### src/rtl/pif_regs.sv
// pif_regs: register file behind the PIF/I2C slave front end.
// ID bytes, scratch, LED, free-running counter with snapshot, 8-deep byte FIFO and status.
module pif_regs #(
  parameter int XA_W  = 6,
  parameter int XSA_W = 3,
  parameter int XD_W  = 6
) (
  input  logic             xclk,
  input  logic             sys_rst,
  input  logic             XI_PWr,
  input  logic [XA_W-1:0]  XI_PRWA,
  input  logic             XI_PRdFinished,
  input  logic [XSA_W-1:0] XI_PRdSubA,
  input  logic [XD_W-1:0]  XI_PD,
  output logic [7:0]       XO,
  output logic [XD_W-1:0]  led,
  output logic             fifo_nempty
);

  localparam logic [XA_W-1:0] A_ID      = XA_W'(0);
  localparam logic [XA_W-1:0] A_SCRATCH = XA_W'(1);
  localparam logic [XA_W-1:0] A_LED     = XA_W'(2);
  localparam logic [XA_W-1:0] A_COUNTER = XA_W'(3);
  localparam logic [XA_W-1:0] A_FIFO    = XA_W'(4);
  localparam logic [XA_W-1:0] A_STATUS  = XA_W'(5);

  logic [XA_W-1:0] prev_addr_q;
  logic            addr_chg;
  logic [7:0]      pd_ext;
  logic [1:0]      sub2;

  logic [1:0]      wsub_q, wsub_d;
  logic            scratch_we;
  logic [7:0]      scratch_q [4];

  logic [XD_W-1:0] led_q;
  logic            led_we;

  logic [15:0]     cnt_q;
  logic [15:0]     snap_q, snap_d;

  logic [7:0]      xo_q, xo_d;

  logic [7:0]      fifo_mem [8];
  logic [2:0]      wr_ptr_q, wr_ptr_d;
  logic [2:0]      rd_ptr_q, rd_ptr_d;
  logic [3:0]      count_q, count_d;
  logic            ovf_q, ovf_d;
  logic            udf_q, udf_d;
  logic            push, pop, push_ok, pop_ok;
  logic            fifo_full, fifo_empty, fifo_clr, stat_clr, mem_we;

  logic            unused_sub;
  assign unused_sub = ^XI_PRdSubA[XSA_W-1:2];

  assign addr_chg = (XI_PRWA != prev_addr_q);
  assign pd_ext   = 8'(XI_PD);
  assign sub2     = XI_PRdSubA[1:0];

  // Address tracking, used both for the write index reset and the counter snapshot
  always_ff @(posedge xclk or negedge sys_rst) begin
    if (!sys_rst) prev_addr_q <= '0;
    else          prev_addr_q <= XI_PRWA;
  end

  assign scratch_we = XI_PWr && (XI_PRWA == A_SCRATCH);

  always_comb begin
    wsub_d = wsub_q;
    if (addr_chg)        wsub_d = 2'd0;
    else if (scratch_we) wsub_d = wsub_q + 2'd1;
  end

  always_ff @(posedge xclk or negedge sys_rst) begin
    if (!sys_rst) begin
      wsub_q <= 2'd0;
      for (int i = 0; i < 4; i++) scratch_q[i] <= 8'h00;
    end else begin
      wsub_q <= wsub_d;
      if (scratch_we) scratch_q[wsub_q] <= pd_ext;
    end
  end

  assign led_we = XI_PWr && (XI_PRWA == A_LED);

  always_ff @(posedge xclk or negedge sys_rst) begin
    if (!sys_rst)    led_q <= '0;
    else if (led_we) led_q <= XI_PD;
  end

  // Snapshot on entry to the counter address and after the master has taken the high byte
  always_comb begin
    snap_d = snap_q;
    if (XI_PRWA == A_COUNTER) begin
      if (addr_chg || (XI_PRdFinished && XI_PRdSubA[0])) snap_d = cnt_q;
    end
  end

  always_ff @(posedge xclk or negedge sys_rst) begin
    if (!sys_rst) begin
      cnt_q  <= 16'h0000;
      snap_q <= 16'h0000;
    end else begin
      cnt_q  <= cnt_q + 16'd1;
      snap_q <= snap_d;
    end
  end

  assign push       = XI_PWr && (XI_PRWA == A_FIFO);
  assign pop        = XI_PRdFinished && (XI_PRWA == A_FIFO);
  assign fifo_clr   = XI_PWr && (XI_PRWA == A_STATUS) && XI_PD[0];
  assign stat_clr   = XI_PRdFinished && (XI_PRWA == A_STATUS);
  assign fifo_full  = (count_q == 4'd8);
  assign fifo_empty = (count_q == 4'd0);
  assign pop_ok     = pop && !fifo_empty;
  // A pop frees the head slot in the same cycle, so a full FIFO still accepts a paired push
  assign push_ok    = push && (!fifo_full || pop_ok);

  always_comb begin
    wr_ptr_d = wr_ptr_q;
    rd_ptr_d = rd_ptr_q;
    count_d  = count_q;
    ovf_d    = ovf_q;
    udf_d    = udf_q;
    mem_we   = 1'b0;
    if (stat_clr) begin
      ovf_d = 1'b0;
      udf_d = 1'b0;
    end
    if (fifo_clr) begin
      wr_ptr_d = 3'd0;
      rd_ptr_d = 3'd0;
      count_d  = 4'd0;
    end else begin
      if (push_ok) begin
        mem_we   = 1'b1;
        wr_ptr_d = wr_ptr_q + 3'd1;
      end
      if (push && !push_ok) ovf_d = 1'b1;
      if (pop_ok)           rd_ptr_d = rd_ptr_q + 3'd1;
      if (pop && !pop_ok)   udf_d = 1'b1;
      if (push_ok && !pop_ok)      count_d = count_q + 4'd1;
      else if (pop_ok && !push_ok) count_d = count_q - 4'd1;
    end
  end

  always_ff @(posedge xclk or negedge sys_rst) begin
    if (!sys_rst) begin
      wr_ptr_q <= 3'd0;
      rd_ptr_q <= 3'd0;
      count_q  <= 4'd0;
      ovf_q    <= 1'b0;
      udf_q    <= 1'b0;
    end else begin
      wr_ptr_q <= wr_ptr_d;
      rd_ptr_q <= rd_ptr_d;
      count_q  <= count_d;
      ovf_q    <= ovf_d;
      udf_q    <= udf_d;
    end
  end

  // Storage needs no reset: occupancy lives in count_q and the pointers
  always_ff @(posedge xclk) begin
    if (mem_we) fifo_mem[wr_ptr_q] <= pd_ext;
  end

  always_comb begin
    xo_d = 8'h00;
    case (XI_PRWA)
      A_ID: begin
        case (sub2)
          2'd0:    xo_d = 8'h50;
          2'd1:    xo_d = 8'h49;
          2'd2:    xo_d = 8'h46;
          default: xo_d = 8'h01;
        endcase
      end
      A_SCRATCH: xo_d = scratch_q[sub2];
      A_LED:     xo_d = 8'(led_q);
      A_COUNTER: xo_d = XI_PRdSubA[0] ? snap_q[15:8] : snap_q[7:0];
      A_FIFO:    xo_d = fifo_empty ? 8'h00 : fifo_mem[rd_ptr_q];
      A_STATUS:  xo_d = {ovf_q, udf_q, 2'b00, count_q};
      default:   xo_d = 8'h00;
    endcase
  end

  always_ff @(posedge xclk or negedge sys_rst) begin
    if (!sys_rst) xo_q <= 8'h00;
    else          xo_q <= xo_d;
  end

  assign XO          = xo_q;
  assign led         = led_q;
  assign fifo_nempty = !fifo_empty;

endmodule

### config.mk
export PLATFORM = sky130hd
export DESIGN_NAME = pif_regs
export DESIGN_NICKNAME = d
export VERILOG_FILES = /design/src/rtl/pif_regs.sv
export SDC_FILE = /design/constraint.sdc
export NUM_CORES = 1
export LEC_CHECK = 0
export ABC_CLOCK_PERIOD_IN_PS = 2850
export CAP_MARGIN = 10
export CELL_PAD_IN_SITES_DETAIL_PLACEMENT = 0
export CELL_PAD_IN_SITES_GLOBAL_PLACEMENT = 1
export CORE_MARGIN = 4
export CORE_UTILIZATION = 50
export DETAILED_ROUTE_END_ITERATION = 7
export MAX_ROUTING_LAYER = met4
export PLACE_DENSITY = 0.91
export SLEW_MARGIN = 20
export SYNTH_ARGS = -nofsm -noshare
export SYNTH_HDL_FRONTEND = slang
export SYNTH_SLANG_ARGS = --single-unit
### constraint.sdc
create_clock -name xclk -period 2.85 [get_ports xclk]
set_input_delay 0.7125 -clock xclk [delete_from_list [all_inputs] [get_ports xclk]]
set_output_delay 0.7125 -clock xclk [all_outputs]
set_load 0.02 [all_outputs]
==> flow_summary_export.csv <==
group,metric,value,unit
detailed_routing,drcViolationCount,0,
detailed_routing,first_iter_violations,296,
detailed_routing,vias,3867,
critical_path,reg2reg_slack,0.43,ns
sta,finalSetupTns,0,ns
sta,worst_pin_slew,0.6354,ns
power_and_ir_drop,power_density,639.7,mW/mm2
floorplan,core_area,0.01196,mm2
synth,syn-num-nets,451,
finish,fin_area,0.007546,mm2
clock_network,cts_sinks,138,
critical_path,critPathKind,"primary input to flip-flop",
synth,synth_edf_count,48,
grt,antenna_found_initial,0,
worst_hold_path,hold_path.class,"primary input to asynchronous set/reset pin",
run_status,status,"finished, final reports clean",
finish,fill_cells,832,
synth,synth_top_cell_area_share,0.3693,
grt,grt_pass1_vias,4003,
critical_path,critPathLaunchType,"primary input",
floorplan,die_x,118.4,um
floorplan,die_h,118.4,um
synth,synth_flop_cell,"dfrtp_1",
synth,synthTopCellsByArea,"dfrtp_1, edfxtp_1, mux2_2, mux4_2, xnor2_1",
sta,fin_crit_sh,0.9688,
critical_path,rr_worst_depth,10,
power_and_ir_drop,p_leak,0.003144,uW
place,gp_congestion,0.8435,
sta,slew_headroom,0.5708,
sta,setup_viol,0,
sta,rsz0062_at_grt,"false",
sta,max_freq,362.2,MHz
grt,grt_pass1_wl,21640,um
finish,final_layout_size_suffix_gt1_frac,0.3263,
synth,yosys.area.top_type,"dfrtp_1",
detailed_routing,routed_wl,13270,um
clock_network,htreeDepth,4,
place,placed_cells,631,
place,dp_hpwl,9113,um
sta,hold_viol,0,
run,max_cap_viol_count,0,
clock_network,cts_tree,"yes",
sta,finalMaxSlewViolations,0,
floorplan,die-area,0.01403,mm2
finish,n_antenna_cell,0,
synth,synth_seq_area_share,0.6057,
critical_path,cp-end-kind,"flip-flop",
place,place_area,0.006924,mm2
floorplan,start_util,0.5098,
detailed_routing,ant_nets,0,
sta,clock_skew,0.01026,ns
detailed_routing,wl_per_cell,19.95,um
critical_path,arrival,3.07,ns
sta,layout_min_cycle_time,2.761,ns
floorplan,io_pins,34,
detailed_routing,viasPerCell,5.815,
clock_network,cts_buffers,17,
grt,grt_overflow,0,
clock_network,worstSkewPairLatency,0.43,ns
place,io_buffer_count,32,
clock_network,root_buffer,"clkbuf_16",
critical_path,worstPathMaxFanout,3,
finish,nets,534,
clock_network,clockBufferDepth,2,
detailed_routing,dr.pass1.iters,5,
synth,synth_cell_types,59,
synth,yosysWarnings,0,
synth,synth_seq_cells,138,
finish,utilization,0.6309,
critical_path,required,3.16,ns
finish,syn2layout_area_growth,23.74,%
power_and_ir_drop,ir_drop,0.4676,mV
grt,grt.total_usage,0.2066,
synth,synth_cells,422,
synth,syn-cell-area,0.006098,mm2
critical_path,rr_startpoint,"count_q[1]$_DFFE_PN0P_",
clock_network,postCtsHoldBufs,0,
clock_network,path_clk_slew,0.07,ns
grt,grt_max_degree,45,
finish,fin_cells,665,
critical_path,worstReg2RegEnd,"count_q[3]$_DFFE_PN0P_",
synth,synth-async-reset-ratio,0.6522,
synth,postSynthAreaPerCell,14.45,um2
floorplan,rows,40,
[routing by layer]
layer	routed length (um)	global-route usage
met1	5788	0.2714
met2	6545	0.3155
met3	733	0.05789
met4	201	0.06589
met5	0	-
[cell type report]
type | count | area [um2] | area share
well taps | 147 | 183.9 | 0.02437
multi-input cells | 254 | 2336 | 0.3096
inverters | 10 | 37.54 | 0.004974
clock inverters | 15 | 140.1 | 0.01857
repair buffers | 84 | 729.5 | 0.09667
clock buffers | 17 | 425.4 | 0.05638
flip-flops and latches | 138 | 3694 | 0.4895
[power by group]
group	internal [uW]	leakage (uW)	total (uW)	switching [uW]
Clock	1220	0.000275	2090	870
Combinational	257	0.00124	506	249
Sequential	2130	0.00163	2240	108
[timing repair]
item / 4_1_cts / 5_1_grt
pin swaps: 6 / 8
endpoints found under the setup margin: 2 / 1
buffers inserted: 1 / 1
endpoints found under the hold margin: 0 / 0
resized for setup: 5 / 11
[kinds of logic (layout without fill, tap and decap cells)]
kind of cell,count (synthesis),in the layout,share of synthesized area
and+or+nand+nor,90,90,0.08514
adders and majority gates,10,10,0.02175
AOI/OAI and AO/OA,50,50,0.05745
muxes,79,79,0.1728
xor gates and xnor gates,25,25,0.03590
DFF,138,138,0.6057
buffers and inverters,30,126,0.02134
[synth_stat cells (2+ instances only)]
| cell | instances |
|---|---|
| and2_1 | 4 |
| a21oi_1 | 11 |
| dfrtp_1 | 90 |
| clkbuf_1 | 10 |
| inv_1 | 10 |
| nand4_1 | 2 |
| nor4_1 | 5 |
| ha_1 | 9 |
| mux2i_1 | 13 |
| buf_1 | 3 |
| mux4_2 | 16 |
| and4_1 | 3 |
| and3_1 | 5 |
| mux2_2 | 50 |
| nor2_1 | 7 |
| nand3_1 | 21 |
| xor2_1 | 8 |
| a31oi_1 | 3 |
| o211ai_1 | 4 |
| buf_2 | 4 |
| edfxtp_1 | 48 |
| nand2_1 | 23 |
| nor4b_1 | 2 |
| or3_1 | 2 |
| nor3b_1 | 2 |
| a222oi_1 | 3 |
| nand2b_1 | 2 |
| nor3_1 | 4 |
| xnor2_1 | 17 |
| a22oi_1 | 5 |
| o21ai_0 | 8 |
[cell usage in the layout, fill, tap and decap left out, types with 16 or more instances in the layout]
cell,count
mux4_2,16
nand3_1,21
mux2_2,50
clkbuf_16,17
edfxtp_1,48
clkdlybuf4s50_1,27
nand2_1,23
buf_4,50
xnor2_1,17
dfrtp_1,90
[worst max-delay path by stage]
stage                          start                     end  cells past startpoint
final                     XI_PRWA[5]  count_q[3]$_DFFE_PN0P_                     11
after global routing      XI_PRWA[5]  count_q[3]$_DFFE_PN0P_                     11
after CTS                 XI_PRWA[3]  count_q[3]$_DFFE_PN0P_                     11
after detailed placement  XI_PRWA[3]  count_q[3]$_DFFE_PN0P_                     11
after global placement    XI_PRWA[3]  count_q[3]$_DFFE_PN0P_                     11
after floorplan           XI_PRWA[3]  count_q[3]$_DFFE_PN0P_                     11
[registers in the layout (all words and copies together), names as in the netlist]
register / count
prev_addr_q: 6
count_q: 4
ovf_q: 1
wr_ptr_q: 3
fifo_mem: 48
snap_q: 16
wsub_q: 2
scratch_q: 24
led: 6
rd_ptr_q: 3
udf_q: 1
cnt_q: 16
XO: 8
[metrics by stage]
step	worst slack, ns	hold slack, ns	total power, uW
2_1_floorplan	-0.2195	0.4169	2530
3_3_place_gp	-0.5299	0.4590	2737
3_5_place_dp	-0.5780	0.4873	2759
4_1_cts	-0.02176	0.2120	4836
5_1_grt	0.02404	0.2167	5004
6_report	0.08892	0.2066	4827
[critical path: stages]
cell             delay [ns]
clkdlybuf4s15_1        0.19
or4_4                  0.49
or3_4                  0.40
nand2b_4               0.16
o21ai_4                0.20
ha_4                   0.23
a21o_1                 0.16
a21oi_2                0.17
xnor2_1                0.14
o211ai_1               0.10
o31a_1                 0.13
No activity file was read; power rests on OpenSTA's default activity.
